--- src/rtl/exec_stage.sv ---
// Execute/writeback stage in front of a regbank: takes one instruction per handshake,
// runs a single-cycle ALU op or a 32-cycle shift-add multiply, and writes the result back.
module exec_stage #(
  parameter int unsigned CNT_W  = 16,
  parameter bit          MUL_EN = 1'b1
) (
  input  logic             clk,
  input  logic             rst,
  input  logic             instr_valid,
  output logic             instr_ready,
  input  logic [31:0]      instr,
  output logic [4:0]       sr1,
  output logic [4:0]       sr2,
  input  logic [31:0]      rd_data1,
  input  logic [31:0]      rd_data2,
  output logic [4:0]       dr,
  output logic [31:0]      wrdata,
  output logic             write,
  output logic             busy,
  output logic [CNT_W-1:0] retired_count
);

  typedef enum logic [1:0] {StIdle, StExec, StMul, StWb} state_e;

  state_e             state_q;
  logic [3:0]         op_q;
  logic [4:0]         dst_q;
  logic [12:0]        imm_q;
  logic [31:0]        a_q, b_q;
  logic [31:0]        acc_q;
  logic [4:0]         mcnt_q;
  logic [4:0]         dr_q;
  logic [31:0]        wrdata_q;
  logic               write_q;
  logic [CNT_W-1:0]   retired_q;

  logic               accept;
  logic [31:0]        opa, opb;
  logic [31:0]        alu;
  logic [31:0]        acc_d;
  logic               is_mul;

  assign sr1           = instr[22:18];
  assign sr2           = instr[17:13];
  assign instr_ready   = (state_q == StIdle) || (state_q == StWb);
  assign busy          = (state_q != StIdle);
  assign accept        = instr_valid && instr_ready;
  assign is_mul        = MUL_EN && (instr[31:28] == 4'd9);
  assign dr            = dr_q;
  assign wrdata        = wrdata_q;
  assign write         = write_q;
  assign retired_count = retired_q;

  // Regbank write of the WB result lands on the same edge as this accept, so bypass it.
  always_comb begin
    opa = rd_data1;
    opb = rd_data2;
    if (state_q == StWb) begin
      if (sr1 == dr_q) opa = wrdata_q;
      if (sr2 == dr_q) opb = wrdata_q;
    end
  end

  always_comb begin
    alu = 32'd0;
    unique case (op_q)
      4'd0:    alu = a_q + b_q;
      4'd1:    alu = a_q - b_q;
      4'd2:    alu = a_q & b_q;
      4'd3:    alu = a_q | b_q;
      4'd4:    alu = a_q ^ b_q;
      4'd5:    alu = a_q << b_q[4:0];
      4'd6:    alu = a_q >> b_q[4:0];
      4'd7:    alu = {31'd0, $signed(a_q) < $signed(b_q)};
      4'd8:    alu = a_q + {{19{imm_q[12]}}, imm_q};
      default: alu = 32'd0;
    endcase
  end

  assign acc_d = acc_q + (b_q[0] ? a_q : 32'd0);

  always_ff @(posedge clk or posedge rst) begin
    if (rst) begin
      state_q   <= StIdle;
      op_q      <= 4'd0;
      dst_q     <= 5'd0;
      imm_q     <= 13'd0;
      a_q       <= 32'd0;
      b_q       <= 32'd0;
      acc_q     <= 32'd0;
      mcnt_q    <= 5'd0;
      dr_q      <= 5'd0;
      wrdata_q  <= 32'd0;
      write_q   <= 1'b0;
      retired_q <= '0;
    end else begin
      write_q <= 1'b0;
      unique case (state_q)
        StIdle, StWb: begin
          if (state_q == StWb) retired_q <= retired_q + CNT_W'(1);
          if (accept) begin
            op_q    <= instr[31:28];
            dst_q   <= instr[27:23];
            imm_q   <= instr[12:0];
            a_q     <= opa;
            b_q     <= opb;
            acc_q   <= 32'd0;
            mcnt_q  <= 5'd0;
            state_q <= is_mul ? StMul : StExec;
          end else begin
            state_q <= StIdle;
          end
        end
        StExec: begin
          if (op_q <= 4'd8) begin
            wrdata_q <= alu;
            dr_q     <= dst_q;
            write_q  <= 1'b1;
            state_q  <= StWb;
          end else begin
            state_q <= StIdle;
          end
        end
        StMul: begin
          acc_q  <= acc_d;
          a_q    <= a_q << 1;
          b_q    <= b_q >> 1;
          mcnt_q <= mcnt_q + 5'd1;
          if (mcnt_q == 5'd31) begin
            wrdata_q <= acc_d;
            dr_q     <= dst_q;
            write_q  <= 1'b1;
            state_q  <= StWb;
          end
        end
        default: state_q <= StIdle;
      endcase
    end
  end

endmodule

--- config.mk ---
export PLATFORM = sky130hd
export DESIGN_NAME = exec_stage
export DESIGN_NICKNAME = d
export VERILOG_FILES = /design/src/rtl/exec_stage.sv
export SDC_FILE = /design/constraint.sdc
export NUM_CORES = 1
export LEC_CHECK = 0
export ABC_AREA = 1
export CAP_MARGIN = 0
export CORE_MARGIN = 5
export CORE_UTILIZATION = 40
export DETAILED_ROUTE_END_ITERATION = 12
export PLACE_DENSITY = 0.68
export SYNTH_ARGS = -nofsm -noshare
export SYNTH_HDL_FRONTEND = slang
export SYNTH_SLANG_ARGS = --single-unit
--- constraint.sdc ---
create_clock -name clk -period 5.1 [get_ports clk]
set_clock_uncertainty 0.15 [all_clocks]
set_input_delay 0.51 -clock clk [delete_from_list [all_inputs] [get_ports clk]]
set_output_delay 0.51 -clock clk [all_outputs]
set_load 0.05 [all_outputs]
* After elaboration in Yosys (flattened, before gate mapping) *
Cells that the tools add are included.

operators by class
  $lt $le $gt $ge = 2
  reductions and logical operators = 12
  muxes and demuxes = 28
  shifts and indexed selects = 2
  add/subtract/negate cells = 6
  equal/unequal tests = 18
  bitwise logic cells = 3

operators by type and width
  cell                                                             count
  32-bit two-way mux                                               10
  32-bit one-hot mux with 9 select lines                           1
  32-bit one-hot mux with 2 select lines                           4
  32-bit adder                                                     3
  32-bit bitwise AND                                               1
  32-bit less-than comparator                                      1
  32-bit OR                                                        1
  32-bit by 5-bit left shift with 32-bit output                    1
  32-bit by 5-bit >> shifter with 32-bit output                    1
  32-bit subtractor                                                1
  32-bit XOR                                                       1
  5-bit one-hot mux with 2 select lines                            2
  16-bit by 1-bit adder with 16-bit output, second input constant  1
  4-bit by 3-bit == test with 1-bit output, second input constant  4
  5-bit two-way mux                                                3
  5-bit == test                                                    2
  4-bit by 2-bit == test with 1-bit output, second input constant  2
  4-bit == test, second input constant                             2
  2-bit two-way mux                                                4
  2-bit inequality test, second input constant                     3
  2-bit one-hot mux with 3 select lines                            1
  2-bit AND reduction                                              3
  2-bit nonzero test                                               3
  5-bit by 1-bit adder with 5-bit output, second input constant    1
  other kinds (13)                                                 15

word-level totals
  word-level logic and storage cells = 83
  output and inout bits = 66
  input bits = 99
  flip-flop bits (word level) = 179

* Longest topological paths before layout *
Gate-level depths: netlist (run 1).

  depth after elaboration = 5
  gate-level depth with buffers = 24
  gate-level depth less buffers = 22

* Worst setup path before layout (run 1) *
Ideal clock, no wire load.

  path type = register to register
  from = reg op_q[0]
  to = reg wrdata_q[20], in the netlist wrdata[20]
  cell stages (with the launch flop) = 18
  period minus slack after synthesis = 3.024 ns
  slack = 2.076 ns
  required time = 4.832 ns
  setup time = 0.118 ns
  arrival time = 2.756 ns
  buffers on the path = 1
  cell sequence = dfrtp_1 -> nor2_2 -> nand3_4 -> clkbuf_1 -> o21ai_0 -> ha_1 -> fa_1 -> nand3_1 -> nand3_1 -> nand3_1 -> nand3_1 -> nand2_1 -> nand2_1 -> or2_2 -> nand3_1 -> nand3_1 -> a21oi_1 -> nor2_1

on the way
  word-level cells in the longest chain between the ends = 4
  elaborated cells between the ends (all ways) = 15
  those cells by class = order compare: 1; eq/ne: 9; mux: 3; reduce/logical: 2

RTL lines
  element                                 line  RTL
  start: declaration                      26    logic [3:0] op_q;
  start signal: assignment                102   op_q <= instr[31:28];
  4-bit == test (tied with other cells)   66    unique case (op_q)
  32-bit one-hot mux with 9 select lines  66
  32-bit two-way mux                      115   if (op_q <= 4'd8) begin
  32-bit one-hot mux with 2 select lines  98    unique case (state_q)
  end signal: assignment                  116   wrdata_q <= alu;
  end: declaration                        33    logic [31:0] wrdata_q;

Parallel ways exist; a longest one is shown, timed or not. The select of a mux whose other input is x is not followed.
A chain may end at the register's enable or synchronous reset.

* Final worst setup path (run 1) *
Ends and elaborated chain as after synthesis.

==> results of run 1 <==
-- state kept, by name, indices dropped and copies added (netlist names), 2 cells and up --
name and count:
acc_q 32, a_q 32, wrdata 32, dst_q 5
mcnt_q 5, retired_count 16, op_q 4, dr 5
state_q 2, b_q 32, imm_q 13
-- cell families after synthesis --
kind of cell	Yosys count	share of synthesized area
AO/OA/AOI/OAI	616	0.177
buffers and inverters	662	0.128
adder cells (fa/ha/maj)	177	0.106
AND/OR/NAND/NOR	1789	0.365
XOR/XNOR	23	0.00956
multiplexers	3	0.00148
flip-flops	179	0.213
-- layout make-up --
class | count | area share
multi-input cells | 2608 | 0.586
well taps | 688 | 0.0363
flip-flops and latches | 179 | 0.189
inverters | 512 | 0.0814
repair buffers | 202 | 0.0823
clock inverters | 14 | 0.00712
clock buffers | 17 | 0.0179
-- worst max-delay path, stage by stage, from the launching register on --
cell	delay, ps
dfrtp_1	490
nor2_2	240
nand3_4	260
inv_2	360
nand2_1	480
o21ai_0	220
inv_1	60
ha_1	340
nand2_1	140
inv_1	50
a21oi_1	240
nand2_1	120
inv_1	60
nand2_1	70
or2_2	270
nand3_1	190
nand3_1	160
a21oi_1	160
nor2_1	50
-- Yosys cell counts (4+ instances only) --
cell type	number	area share
a21boi_0	7	0.0025
nor4_1	5	0.0015
a21boi_1	19	0.0068
xnor2_1	10	0.0042
or2_1	11	0.0033
nand4_1	38	0.011
a21o_1	4	0.0014
or2_2	22	0.0065
a221oi_1	5	0.0021
a221oi_2	4	0.0029
a21oi_2	12	0.0050
or2_0	6	0.0018
nand3b_1	8	0.0029
a22oi_1	51	0.018
clkbuf_1	65	0.012
o21ai_1	19	0.0045
nor2_4	4	0.0021
o211ai_1	61	0.022
buf_1	18	0.0032
inv_2	27	0.0048
buf_6	15	0.0080
inv_1	484	0.086
nor2_1	273	0.049
nand2_1	939	0.17
o221ai_1	15	0.0062
ha_1	174	0.10
nor3_1	25	0.0059
dfrtp_1	179	0.21
and3_1	9	0.0027
buf_4	15	0.0053
xor2_1	13	0.0054
a21oi_1	212	0.050
o21ai_0	158	0.038
nor2_2	4	0.0012
nand3_1	425	0.10
o21bai_1	14	0.0050
o22ai_1	14	0.0042
buf_2	34	0.0081
nand2_2	6	0.0018
-- worst paths after layout --
kind	from	endpoint	slack, ps	cells after the start
worst max-delay path	op_q[0]	wrdata[20]	850	18
worst min-delay path	rst	write	200	2
worst max register to register	op_q[0]	wrdata[20]	850	18
worst min register to register	retired_count[15]	retired_count[15]	340	1
max in group asynchronous	rst	imm_q[6]	3500	3
min in group clk	retired_count[15]	retired_count[15]	340	1
-- routing by layer --
metal  wire [um]  share of wire
met1       39200           0.41
met5          22        0.00023
met2       39400           0.41
met4        6640          0.069
met3       10800           0.11
-- metrics by stage --
step	utilization	hold slack, ps	cell area (um2)	cells	setup WS (ps)
after floorplan	-	298	21100	3449	2080
after global placement	0.442	316	23100	4189	1020
after detailed placement	0.442	324	23100	4189	944
after CTS	0.453	187	23700	4220	953
after global routing	0.453	217	23700	4220	525
final	0.453	199	23700	4220	854
==> flow_summary_export.csv, run 1 <==
group,metric,value,unit
run_status,status,"finished, final reports clean",
timing,tightest_slew,915,ps
global_routing,antenna_found_initial,2,
synthesis,ys_seq_area_frac,0.213,
drt,antenna_left,0,
global_routing,grt_pass1_vias,22644,
clock_tree,clk_latency,520,ps
timing,rsz0062_at_grt,"no",
global_routing,top_usage_layer,"met2",
layout,multi_input_area,13900,um2
placed_design,portBuffers,164,
drt,vias_per_cell,5.77,
clock_tree,post_cts_buffers,0,
clock_tree,cts_root_buf,"clkbuf_16",
drt,vias,24357,
layout,final_nets,3796,
clock_tree,ctsHoldBuffers,0,
layout,layout_common_cells,"938 x nand2_1, 482 x inv_1, 424 x nand3_1",
timing,drv_slew,0,
global_routing,grt_pass1_wl,142000,um
job,cap_viol_max_count,0,
layout,drive_gt1_frac,0.0487,
clock_tree,cts_tree,"done",
timing,max_slew_margin,0.384,
global_routing,grt_max_degree,172,
die,core_area,52300,um2
clock_tree,cts-htree-levels,4,
layout,area_growth,12.6,%
synthesis,ys_warn_count,0,
global_routing,grt_usage,0.328,
setup_path,worstPathRequired,5350,ps
setup_path,critical_path_class,"flip-flop to flip-flop",
placed_design,hpwl,75300,um
setup_path,cp_max_fo,21,
drt,drt_iter0_drc,3410,
synthesis,postSynthAreaPerCell,6.11,um2
synthesis,synth-main-ff-cell,"dfrtp_1",
drt,route.detailed.drc,0,
clock_tree,cts_buffers,17,
drt,first_pass_iters,7,
global_routing,gr-usage-met1,0.443,
timing,finalCriticalPeriod,4250,ps
timing,tns,0,ps
die,start_util,0.403,
die,die_h,240,um
clock_tree,cts_buffer_depth,2,
synthesis,syn_nets,3725,
synthesis,synth-edff-count,0,
synthesis,netlist_area,21100,um2
timing,hold_viol,0,
die,die-area,57400,um2
timing,finalCritPeriodShare,0.833,
synthesis,ys_seq_elements,179,
layout,n_fill_cell,5661,
worst_hold_path,hold_class,"primary input to asynchronous set/reset pin",
layout,num_antenna_cells,0,
drt,wl_per_cell,22.8,um
global_routing,grt_overflow,0,
placed_design,gp_congestion,1.14,
die,rows,84,
layout,final_common_cell,"nand2_1",
layout,seq_area,4480,um2
timing,setup_viol,0,
setup_path,setup.worst_path.start_class,"flip-flop",
synthesis,synthArstFlopShare,1.00,
synthesis,syn_inst,3449,
synthesis,synth_cell_types,63,
global_routing,grt_use_met2,0.480,
setup_path,end_kind,"flip-flop",
die,die_width,240,um
clock_tree,cts_resized,0,
die,ios,165,
timing,fmax,0.236,GHz
setup_path,worstPathArrival,4500,ps
clock_tree,clk_pin_slew,80,ps
drt,wirelength,96100,um
clock_tree,cts_sinks,179,
global_routing,use_met3,0.0812,
Power of run 1 is left out: the tool's default activity adds up to more than one toggle a clock period on the data nets, which glitch-free logic cannot reach.
==> run 2: changes to the inputs <==
Clock period 5.1 ns to 3.59 ns, I/O delays scaled along.
==> run 2 against run 1 <==
Effect of this change: clock-buffer cell count is 1 higher; register-to-register slack lost 670 ps; routed wire length rose by 1.5%; global-route usage up 0.52 points; first-iteration DRC count shrank 5.2%; worst hold slack gained 68 ps; highest routed layer is now met4; flip-flop and latch count unchanged; core utilization up 1.0 points; largest cell class unchanged; via count is 0.82% higher; sequential share of layout area fell by 0.42 points; final cell count increased by 1.3%; worst setup slack worse by 670 ps.
==> flow_summary_export.csv, run 2 (synthesis results as in run 1) <==
group,metric,value,unit
run_status,status,"finished, final reports clean",
global_routing,grt_overflow,0,
drt,antenna_left,0,
drt,drt_iter0_drc,3234,
worst_hold_path,holdPathEnd,"dst_q[0]",
drt,vias,24556,
setup_path,worst_path_largest_cell_delay,530,ps
setup_path,crit_start,"a_q[10]",
drt,route.detailed.drc,0,
setup_path,reg2reg_to,"wrdata[23]",
setup_path,rrSetupSlack,180,ps
clock_tree,cts_root_buf,"clkbuf_16",
layout,layout_common_cells,"938 x nand2_1, 482 x inv_1, 419 x nand3_1",
placed_design,dp_cells,4242,
setup_path,worstPathRequired,3870,ps
clock_tree,cts_tree,"done",
global_routing,grt_pass1_vias,22799,
timing,tns,0,ps
layout,area_growth,15.2,%
worst_hold_path,hp-start,"instr[23]",
die,rows,84,
setup_path,setup.worst_path.start_class,"flip-flop",
global_routing,grt_pass1_wl,144000,um
clock_tree,cts-htree-levels,4,
global_routing,grt_usage,0.333,
layout,final_common_cell,"nand2_1",
die,die_width,240,um
placed_design,placed_area,23600,um2
placed_design,portBuffers,164,
setup_path,end_kind,"flip-flop",
drt,wl_met2,42000,um
timing,finalCriticalPeriod,3410,ps
setup_path,crit_path_cell_trace,"buf_4 > nand2_1 > inv_1 > ha_1 > a21oi_1 > inv_1 > nor2_1 > nor2_1 > o21ai_0 > nand3_1 > nand2_1 > nand2_1 > o21ai_0 > inv_1 > a21boi_1",
timing,drv_slew,0,
drt,top_layer_used,"met4",
timing,fin_hold_ws,267,ps
die,die-area,57400,um2
layout,seq_area,4480,um2
timing,fmax,0.294,GHz
layout,final_area,24300,um2
clock_tree,cts_sinks,179,
global_routing,grt_max_degree,172,
worst_hold_path,hold_class,"primary input to flip-flop",
drt,wl_per_cell,22.8,um
setup_path,ff2ff_path_depth,15,
setup_path,cp_max_fo,5,
placed_design,gp_congestion,1.12,
setup_path,timing.rr.start,"a_q[10]",
die,die_h,240,um
drt,drt-met1-wl,39600,um
placed_design,hpwl,78600,um
drt,dr_wl_met3,10700,um
setup_path,cp_slowest_cell,"dfrtp_1",
timing,hold_viol,0,
layout,n_fill_cell,5656,
drt,first_pass_iters,9,
layout,final_nets,3850,
job,cap_viol_max_count,0,
die,ios,165,
setup_path,critical_path_class,"flip-flop to flip-flop",
layout,fin_cells,4276,
drt,vias_per_cell,5.74,
clock_tree,cts_buffers,17,
setup_path,worstPathArrival,3690,ps
timing,finalCritPeriodShare,0.949,
timing,max_slew_margin,0.413,
clock_tree,clk_latency,520,ps
global_routing,antenna_found_initial,2,
die,core_area,52300,um2
timing,rsz0062_at_grt,"yes",
layout,multi_input_area,13900,um2
worst_hold_path,min_path_cells,3,
layout,drive_gt1_frac,0.0650,
timing,setup_viol,0,
drt,wirelength,97500,um
timing,tightest_slew,880,ps
clock_tree,cts_buffer_depth,2,
clock_tree,clk_pin_slew,90,ps
die,start_util,0.403,
==> run 2: metal layers <==
metal | vias to the layer above | global-route usage
li1 | 11542 | -
met1 | 11399 | 0.451
met2 | 1377 | 0.512
met3 | 238 | 0.0709
met4 | 0 | 0.150
met5 | - | 0
==> run 2: what timing repair did <==
item                                   CTS  global route
endpoints found under the hold margin    6             0
gates resized for setup                  0            11
buffers inserted                         0             0
hold buffers                             1             0
setup endpoints to repair                0            15
==> run 2: worst max path at each step <==
| stage | end | slack [ps] | cells after the start |
|---|---|---|---|
| after floorplan | wrdata[20] | 570 | 17 |
| after global placement | wrdata[20] | 180 | 16 |
| after detailed placement | wrdata[20] | 160 | 16 |
| after CTS | wrdata[6] | 150 | 16 |
| after global routing | wrdata[31] | -10 | 21 |
| final | wrdata[23] | 180 | 15 |
==> run 2: layout make-up <==
class | instances | share of cell area
Clock buffer | 18 | 0.0181
Clock inverter | 14 | 0.00655
Sequential cell | 179 | 0.185
Inverter | 512 | 0.0795
Antenna cell | 1 | 0.000103
Timing Repair Buffer | 256 | 0.101
Multi-Input combinational cell | 2608 | 0.574
Tap cell | 688 | 0.0355
==> run 2: critical path, delay by kind of cell, from the launching register on <==
family,cells,cell delay [ps]
adder cells (fa/ha/maj),1,340
flip-flops,1,530
AND/OR/NAND/NOR,6,870
AO/OA/AOI/OAI,4,990
buffers and inverters,4,440
==> run 2: through the flow <==
| step | utilization | setup WS (ps) |
|---|---|---|
| 2_1_floorplan | - | 566 |
| 3_3_place_gp | 0.451 | 178 |
| 3_5_place_dp | 0.451 | 158 |
| 4_1_cts | 0.463 | 147 |
| 5_1_grt | 0.464 | -12.8 |
| 6_report | 0.464 | 183 |
Power of run 2 is left out for the same reason.
==> RTL change, RTL diff (flow settings as in run 2) <==
Encoding of `state_e`: now one-hot (4 bits for 4 states).
--- a/src/rtl/exec_stage.sv
+++ b/src/rtl/exec_stage.sv
@@ -21,5 +21,5 @@
 );
 
-  typedef enum logic [1:0] {StIdle, StExec, StMul, StWb} state_e;
+  typedef enum logic [3:0] {StIdle = 4'b0001, StExec = 4'b0010, StMul = 4'b0100, StWb = 4'b1000} state_e;
 
   state_e             state_q;
Check against the original RTL: no difference found for any inputs over 4 cycles, from zero or initial values and one cycle with rst high; so few cycles prove little.
==> RTL change against run 2 <==
Die area shrank 3.5%; wire length is 6.8% lower; worst setup slack worse by 12 ps; area after synthesis is 3.7% lower; core utilization grew 0.71 points; design area shrank 2.7%; sequential cell count rose by 2; non-clock buffer count is 5 lower.
==> RTL change: results (changes against run 2) <==
** Worst setup path
- The maximum net fanout on the critical path came to 21 (+16).
- The data arrival time of the critical path came to 3670 ps (-20 ps).
- Among cell families on the critical path, the largest total delay comes from simple AND/OR/NAND/NOR gates.
- Biggest cell delay along the critical path :: 420 ps (-110 ps)

** Global routing
- The wire length of the first global-routing pass came to 135000 microns (-6.0%).
- Aggregate global-route resource usage :: 0.316 (-0.0176)
- The largest net degree at the start of global routing is 152 (-12%).
- The met2 routing resource usage after global routing came to 0.497 (-0.0156).
- Met3 track demand over resource :: 0.0565 (-0.0145)
- Vias in the first global route :: 22.0k (-3.7%)

** Placement
- HPWL after detailed placement :: 71600 microns (-8.9%)
- # placed instances :: 4128 (-2.7%)
- Placer's final routability congestion estimate :: 1.07 (-5.1%)

** Detailed routing
- Overall routed net length :: 91000 microns (-6.8%)
- The number of detailed-routing iterations run before antenna repair came to 6 (-3).
- DRC marker count from the first detailed-route iteration :: 3428 (+6.0%)
- The via count of the routed design came to 23.7k (-3.4%).

** Timing
- Tightest Pin Transition :: 912 ps (+32.0 ps)

** Finish
- The number of nets in the layout came to 3747 (-2.7%).
- Non-filler instance count after layout :: 4161 (-2.7%)
- Inserted Diodes :: 0 (-1)

** Synthesis
- Syn avg cell area :: 6.07 sq um (-0.62%)
- The sequential fraction of the synthesis area is 0.223 (+0.0106).
- The commonest cells after synthesis are nand2_1 (1009), inv_1 (434), nand3_1 (394).
- The number of nets produced by synthesis came to 3614 (-3.0%).
- The number of distinct library cells after synthesis was 51 (-19%).
- Synth area leaders :: dfrtp_1 (22%), nand2_1 (19%), ha_1 (10%)

** Status
- The run finished with clean final reports.
==> RTL change: final timing paths <==
check | end | startpoint | slack, ps | cells after the start
worst max register to register | wrdata[16] | op_q[0] | 170 | 19
worst max-delay path | wrdata[16] | op_q[0] | 170 | 19
max in group asynchronous | b_q[18] | rst | 1730 | 4
worst min register to register | retired_count[15] | retired_count[15] | 330 | 1
min in group asynchronous | acc_q[6] | rst | 480 | 3
worst min-delay path | dst_q[0] | instr[23] | 220 | 3
==> RTL change: repair_timing <==
action / in CTS / in global routing
endpoints found under the setup margin: 0 / 21
hold endpoints to repair: 1 / 0
hold buffers: 1 / 0
setup buffers: 0 / 0
resized for setup: 0 / 22
==> RTL change: cells by family after synthesis <==
logic type	Yosys count	synth area share
mux	32	0.0158
fa+ha+maj	172	0.107
flops	181	0.223
xor+xnor	25	0.0108
compound gates	523	0.152
simple gates	1832	0.377
buf+inv	578	0.114
==> RTL change: worst min-delay path, stage by stage <==
cell and delay, ps:
clkdlybuf4s50_1 390, nand2_1 60, nand2_1 40
==> RTL change: per-stage QoR <==
step                      worst slack [ps]  cell area, sq um  utilization
final                                  171             23600        0.471
after CTS                             52.0             23600        0.469
after global placement                 110             22900        0.456
after global routing                 -3.70             23600        0.471
after floorplan                        546             20300            -
after detailed placement              56.7             22900        0.456
==> RTL change: cell type report <==
cell class / count / area (sq um)
Inverter: 441 / 1660
Clock buffer: 17 / 425
Fill cell: 5357 / 26500
Timing Repair Buffer: 251 / 2410
Sequential cell: 181 / 4530
Clock inverter: 15 / 218
Tap cell: 672 / 841
Multi-Input combinational cell: 2584 / 13500
==> RTL change: metal layers <==
metal	wire length, microns	up-vias
met2	40200	1226
met3	8630	192
met1	38500	11100
li1	-	11200
met4	3610	4
met5	23	-
